<file path="src/rtl/ahb_burst_planner.sv">
// Splits a beat-counted AHB request into INCR16/INCR8/INCR4 descriptors that never cross BOUNDARY.
// Tail beats are SINGLE by default; define FREEAHB_UNDEF_INCR_EN to emit the tail as one undefined-length INCR.
module ahb_burst_planner #(
    parameter int ADDR_W    = 32,
    parameter int LEN_W     = 16,
    parameter int MAX_BEATS = 16,
    parameter int BOUNDARY  = 1024
) (
    input  logic              i_hclk,
    input  logic              i_hreset_n,
    input  logic              i_req_valid,
    output logic              o_req_ready,
    input  logic [ADDR_W-1:0] i_req_addr,
    input  logic [LEN_W-1:0]  i_req_len,
    input  logic [2:0]        i_req_size,
    input  logic              i_abort,
    output logic              o_desc_valid,
    input  logic              i_desc_ready,
    output logic [ADDR_W-1:0] o_desc_addr,
    output logic [2:0]        o_desc_hburst,
    output logic [LEN_W-1:0]  o_desc_beats,
    output logic              o_desc_last,
    output logic              o_req_err,
    output logic              o_done
);

    localparam int AW1 = ADDR_W + 1;
    localparam logic [AW1-1:0] BOUND      = AW1'(BOUNDARY);
    localparam logic [AW1-1:0] BOUND_MASK = AW1'(BOUNDARY - 1);

    localparam logic [2:0] HB_SINGLE = 3'd0;
    localparam logic [2:0] HB_INCR4  = 3'd3;
    localparam logic [2:0] HB_INCR8  = 3'd5;
    localparam logic [2:0] HB_INCR16 = 3'd7;
`ifdef FREEAHB_UNDEF_INCR_EN
    localparam logic [2:0] HB_INCR   = 3'd1;
    localparam int CW = (AW1 > LEN_W) ? AW1 : LEN_W;
`endif

    typedef enum logic [1:0] {
        IDLE,
        CALC,
        EMIT
    } state_t;

    state_t state;
    state_t next_state;

    logic [ADDR_W-1:0] addr;
    logic [LEN_W-1:0]  rem;
    logic [2:0]        size;
    logic [2:0]        desc_hburst;
    logic [LEN_W-1:0]  desc_beats;
    logic              desc_last;
    logic              req_err;
    logic              done;

    logic              req_fire;
    logic              misaligned;
    logic              len_zero;
    logic              accept;
    logic              desc_fire;
    logic [LEN_W-1:0]  rem_after;
    logic [ADDR_W-1:0] size_mask;
    logic [AW1-1:0]    offset;
    logic [AW1-1:0]    span4;
    logic [AW1-1:0]    span8;
    logic [AW1-1:0]    span16;
    logic              fit4;
    logic              fit8;
    logic              fit16;
    logic [2:0]        calc_hburst;
    logic [LEN_W-1:0]  calc_beats;
`ifdef FREEAHB_UNDEF_INCR_EN
    logic [AW1-1:0]    room;
`endif

    assign size_mask  = (ADDR_W'(1) << i_req_size) - ADDR_W'(1);
    assign misaligned = |(i_req_addr & size_mask);
    assign len_zero   = (i_req_len == '0);
    assign req_fire   = i_req_valid && (state == IDLE);
    assign accept     = req_fire && !misaligned && !len_zero;
    assign desc_fire  = (state == EMIT) && i_desc_ready && !i_abort;
    assign rem_after  = rem - desc_beats;

    // Byte offsets and burst spans are compared one bit wider than the address so the sum never wraps.
    assign offset = {1'b0, addr} & BOUND_MASK;
    assign span4  = AW1'(4) << size;
    assign span8  = AW1'(8) << size;
    assign span16 = AW1'(16) << size;
    assign fit4   = (MAX_BEATS >= 4)  && (rem >= LEN_W'(4))  && ((offset + span4)  <= BOUND);
    assign fit8   = (MAX_BEATS >= 8)  && (rem >= LEN_W'(8))  && ((offset + span8)  <= BOUND);
    assign fit16  = (MAX_BEATS >= 16) && (rem >= LEN_W'(16)) && ((offset + span16) <= BOUND);

    always_comb begin
        calc_hburst = HB_SINGLE;
        calc_beats  = LEN_W'(1);
`ifdef FREEAHB_UNDEF_INCR_EN
        room        = (BOUND - offset) >> size;
        calc_hburst = HB_INCR;
        calc_beats  = (CW'(rem) < CW'(room)) ? rem : LEN_W'(room);
`endif
        if (fit16) begin
            calc_hburst = HB_INCR16;
            calc_beats  = LEN_W'(16);
        end else if (fit8) begin
            calc_hburst = HB_INCR8;
            calc_beats  = LEN_W'(8);
        end else if (fit4) begin
            calc_hburst = HB_INCR4;
            calc_beats  = LEN_W'(4);
        end
    end

    always_ff @(posedge i_hclk or negedge i_hreset_n) begin
        if (!i_hreset_n) begin
            state <= IDLE;
        end else begin
            state <= next_state;
        end
    end

    // Abort wins over a descriptor handshake in the same cycle.
    always_comb begin
        next_state = state;
        case (state)
            IDLE: begin
                if (accept) begin
                    next_state = CALC;
                end
            end
            CALC: begin
                next_state = i_abort ? IDLE : EMIT;
            end
            EMIT: begin
                if (i_abort) begin
                    next_state = IDLE;
                end else if (i_desc_ready) begin
                    next_state = (rem_after == '0) ? IDLE : CALC;
                end
            end
            default: begin
                next_state = IDLE;
            end
        endcase
    end

    always_ff @(posedge i_hclk or negedge i_hreset_n) begin
        if (!i_hreset_n) begin
            addr        <= '0;
            rem         <= '0;
            size        <= '0;
            desc_hburst <= '0;
            desc_beats  <= '0;
            desc_last   <= 1'b0;
            req_err     <= 1'b0;
            done        <= 1'b0;
        end else begin
            req_err <= req_fire && misaligned;
            done    <= (req_fire && !misaligned && len_zero) ||
                       (desc_fire && (rem_after == '0));
            if (accept) begin
                addr <= i_req_addr;
                rem  <= i_req_len;
                size <= i_req_size;
            end
            if ((state == CALC) && !i_abort) begin
                desc_hburst <= calc_hburst;
                desc_beats  <= calc_beats;
                desc_last   <= (calc_beats == rem);
            end
            if (desc_fire) begin
                addr <= addr + (ADDR_W'(desc_beats) << size);
                rem  <= rem_after;
            end
        end
    end

    assign o_req_ready   = (state == IDLE);
    assign o_desc_valid  = (state == EMIT);
    assign o_desc_addr   = addr;
    assign o_desc_hburst = desc_hburst;
    assign o_desc_beats  = desc_beats;
    assign o_desc_last   = desc_last;
    assign o_req_err     = req_err;
    assign o_done        = done;

endmodule

</file>
<file path="config.mk">
export PLATFORM = sky130hd
export DESIGN_NAME = ahb_burst_planner
export DESIGN_NICKNAME = d
export VERILOG_FILES = /design/src/rtl/ahb_burst_planner.sv
export SDC_FILE = /design/constraint.sdc
export NUM_CORES = 1
export LEC_CHECK = 0
export ABC_AREA = 1
export CAP_MARGIN = 30
export CORE_ASPECT_RATIO = 2
export CORE_MARGIN = 3
export CORE_UTILIZATION = 49
export CTS_BUF_LIST = sky130_fd_sc_hd__clkbuf_4 sky130_fd_sc_hd__clkbuf_8 sky130_fd_sc_hd__clkbuf_16
export CTS_CLUSTER_DIAMETER = 40
export DETAILED_ROUTE_END_ITERATION = 8
export HOLD_SLACK_MARGIN = 0.12
export PLACE_DENSITY = 0.9
export SYNTH_ARGS = -nofsm -noshare
export SYNTH_HDL_FRONTEND = slang
export SYNTH_SLANG_ARGS = --single-unit
export TNS_END_PERCENT = 1
</file>
<file path="constraint.sdc">
create_clock -name i_hclk -period 3 [get_ports i_hclk]
set_clock_uncertainty 0.05 [all_clocks]
set_input_delay 0.6 -clock i_hclk [delete_from_list [all_inputs] [get_ports i_hclk]]
set_output_delay 0.6 -clock i_hclk [all_outputs]
set_load 0.02 [all_outputs]
</file>
==> flow_metrics.py <==
metrics = {
    "setup_path": {
        "max_stage_delay_ns": 0.48,
        "critPathBufInv": 3,
        "crit_top_cell": "nand2_1",
        "path_class": "primary input to flip-flop",
        "reg2reg_depth": 20,
        "startpoint_type": "primary input",
        "cp_top_family": "simple AND/OR/NAND/NOR gates",
        "path_cells": "clkdlybuf4s50_1 -> nor2_1 -> nand2_1 -> ha_1 -> inv_1 -> nand2_1 -> o21ai_0 -> a211oi_2 -> nand2_1 -> nor4_4 -> nand3_4 -> buf_4 -> nand2_1 -> o21ai_1",
        "end_kind": "flip-flop",
        "worstPathArrival_ns": 3.31,
        "slowest_stage": "clkdlybuf4s50_1",
        "crit_cells": 14,
        "crit_required_ns": 3.12,
        "cp_max_fo": 19,
    },
    "place": {
        "gp_congestion": 1.05,
        "postPlaceCellArea_um2": 7630,
        "io_buffers": 99,
        "dp.cells": 1226,
        "dpl.hpwl_um": 15900,
        "pre_cts_slack_ns": -0.213,
    },
    "floorplan": {
        "rows": 56,
        "core_area_um2": 11800,
        "die_h_um": 162,
        "die_area_um2": 13600,
        "die_x_um": 83.9,
        "initial_core_util_pct": 50.5,
        "io_pins": 112,
    },
    "synthesis": {
        "synth_top_area_cell": "dfrtp_1",
        "synthesis.yosys.warnings": 0,
        "ys_top_cells_by_area": "dfrtp_1 (26%), nand2_1 (16%), inv_1 (7.6%), ha_1 (7.2%), nor2_1 (5.9%)",
        "syn_inst": 922,
        "ys_ff_latch": 63,
        "synth_edf_count": 0,
        "synth_area_um2": 5950,
        "yosysUniqueCellTypes": 51,
        "yosysSeqAreaShare_pct": 26.5,
        "synth_top_area_share_pct": 26.5,
        "synth_ff_type": "dfrtp_1",
        "avgSynthCellArea_um2": 6.45,
        "synthArstFlopShare_pct": 100,
    },
    "sta": {
        "setup_viol": 39,
        "fin_ws_ns": -0.183,
        "layout_min_cycle_time_ns": 3.18,
        "tightest_slew_ns": 0.626,
        "period_share_pct": 106,
        "timing.fmax_mhz": 314,
        "rsz0062_at_grt": "yes",
        "tns_ns": -1.99,
        "maxSlewViolCount": 0,
        "holdWs_ns": 0.209,
        "slew_headroom_pct": 58.1,
        "hold_viol_final": 0,
    },
    "global_route": {
        "antenna_found_initial": 0,
        "grt_remaining_overflow": 0,
        "grt_pass1_vias": 7664,
        "grt_pass1_wl_um": 34200,
        "grt_max_degree": 64,
        "grt_usage_pct": 31.2,
    },
    "clocking": {
        "cts_buffers": 9,
        "cts_tree": "yes",
        "clk_pin_slew_ns": 0.06,
        "cts_max_level": 3,
        "clock_path_buffers": 2,
        "hold_buffers": 0,
        "clk_latency_ns": 0.34,
        "cts_root_buf": "clkbuf_16",
        "cts_sinks": 63,
    },
    "layout": {
        "n_antenna_cell": 0,
        "nets": 1192,
        "final_area_um2": 8230,
        "final_cell_mix": "nand2_1 (246), inv_1 (119), clkdlybuf4s50_1 (98), buf_4 (87), nor2_1 (86)",
        "fillers": 862,
        "stdcell_count": 1251,
        "layout_commonest_cell": "nand2_1",
        "final_util_pct": 69.9,
        "area_growth_syn_to_layout_pct": 38.3,
        "drive_gt1_share_pct": 16.6,
    },
    "power": {
        "power_switching_mw": 3.91,
        "p_leak_nw": 4.05,
        "ir_worst_vdd_v": 0.000639,
        "power_density_nw_per_um2": 958,
        "finalPower_mw": 7.88,
        "seqPwrFrac_pct": 21.8,
        "p_clk_share_pct": 13.6,
        "internal-power_mw": 3.97,
        "combPwrFrac_pct": 64.6,
        "p_sw_share_pct": 49.7,
    },
    "min_path": {
        "holdCritPathClass": "primary input to async pin",
    },
    "detailed_routing": {
        "wl_per_cell_um": 18.4,
        "first_pass_iters": 8,
        "wl_met2_um": 11600,
        "vias": 7650,
        "met3_length_um": 1840,
        "remaining_drc_errors": 0,
        "drt_first_iter_violations": 733,
        "maxUsedRoutingLayer": "met4",
        "wirelength_um": 23000,
        "avgViaCountPerCell": 6.12,
        "met1_length_um": 7100,
        "ant_nets": 0,
    },
    "run_status": {
        "outcome": "complete, but fails checks",
        "violations": "setup timing",
    },
    "run": {
        "cap_violations": 0,
    },
}
## synthesized netlist by cell type (2+ instances only)
cell,number
xor2_1,15
a221oi_2,2
nor3b_1,2
xnor2_1,5
buf_4,17
ha_1,34
nand4_1,26
nor4_1,15
inv_1,121
o211ai_1,10
buf_2,7
a211oi_1,2
nand2_1,256
o221ai_1,8
buf_6,2
or2_2,4
nand2_2,7
nor3_1,15
o21ai_2,2
nor2_2,5
nand3_1,68
o21ai_1,4
a21oi_1,43
nand3b_1,2
inv_2,4
o22ai_1,11
dfrtp_1,63
o21ai_0,48
nor2_1,93
a21boi_0,2
clkbuf_1,8
a21o_1,2
## final timing paths
check	from	to	slack (ns)
hold reg to reg	o_desc_last	o_desc_last	0.44
setup reg to reg	size[0]	o_desc_addr[24]	-0.08
hold / removal	i_hreset_n	o_desc_hburst[1]	0.21
min in group i_hclk	o_desc_last	o_desc_last	0.44
setup / recovery	i_req_size[1]	size[1]	-0.18
max in group asynchronous	i_hreset_n	size[0]	2.35
## state kept, by name, indices dropped and copies added, names as in the netlist
| register | cells |
|---|---|
| o_desc_addr | 32 |
| o_desc_beats | 4 |
| o_desc_hburst | 3 |
| o_desc_last | 1 |
| o_done | 1 |
| o_req_err | 1 |
| rem | 16 |
| size | 3 |
| state | 2 |
## worst reg2reg max path, stage by stage (launching register included)
cell and delay, ns:
dfrtp_2 0.43, buf_6 0.14, nor2_1 0.11, inv_1 0.08, nor2_1 0.14, a21oi_2 0.06
buf_4 0.13, buf_4 0.12, nor2_1 0.15, ha_1 0.19, nand2_2 0.12, o21ai_1 0.23
a21oi_2 0.11, nand2_2 0.09, nand3_2 0.08, nor3_4 0.27, buf_4 0.16, buf_6 0.09
xor2_1 0.14, nand2_1 0.06, nand3_1 0.07
## routing by layer
| metal | GRT usage [%] | vias up |
|---|---|---|
| li1 | - | 3401 |
| met1 | 28.6 | 3479 |
| met2 | 56.9 | 561 |
| met3 | 5.13 | 209 |
| met4 | 29.1 | 0 |
| met5 | 0 | - |
## power by group through the flow
stage	logic, mW	registers [mW]	clock network, mW
3_3_place_gp	4.39	1.69	0
6_report	5.09	1.72	1.07
3_5_place_dp	4.52	1.69	0
5_1_grt	5.51	1.75	1.11
2_1_floorplan	2.62	1.82	0
4_1_cts	4.69	1.67	1.07
## what timing repair did
item | CTS | global route
buffers inserted | 5 | 4
pin swaps | 8 | 24
gates resized for setup | 20 | 45
setup endpoints to repair | 23 | 50
## area by class of cell
type | count | area (um^2) | area share (%)
clock buffer | 10 | 239 | 2.90
timing repair buffer | 191 | 1720 | 20.9
tap | 145 | 181 | 2.20
clock inverter | 6 | 70.1 | 0.852
multi-input combinational | 710 | 3960 | 48.1
inverter | 126 | 478 | 5.81
sequential | 63 | 1580 | 19.2
## cell families (layout without fill, tap and decap cells)
logic type / Yosys count / count (layout) / synth area share (%)
buffers and inverters: 160 / 333 / 11.6
other: 1 / 12 / 0.0630
AO/OA/AOI/OAI: 146 / 146 / 14.9
XOR/XNOR: 20 / 20 / 2.94
AND/OR/NAND/NOR: 497 / 497 / 36.5
flip-flops: 63 / 63 / 26.5
adder cells (fa/ha/maj): 35 / 35 / 7.49
Note: power is estimated with default switching activity, not from simulation.
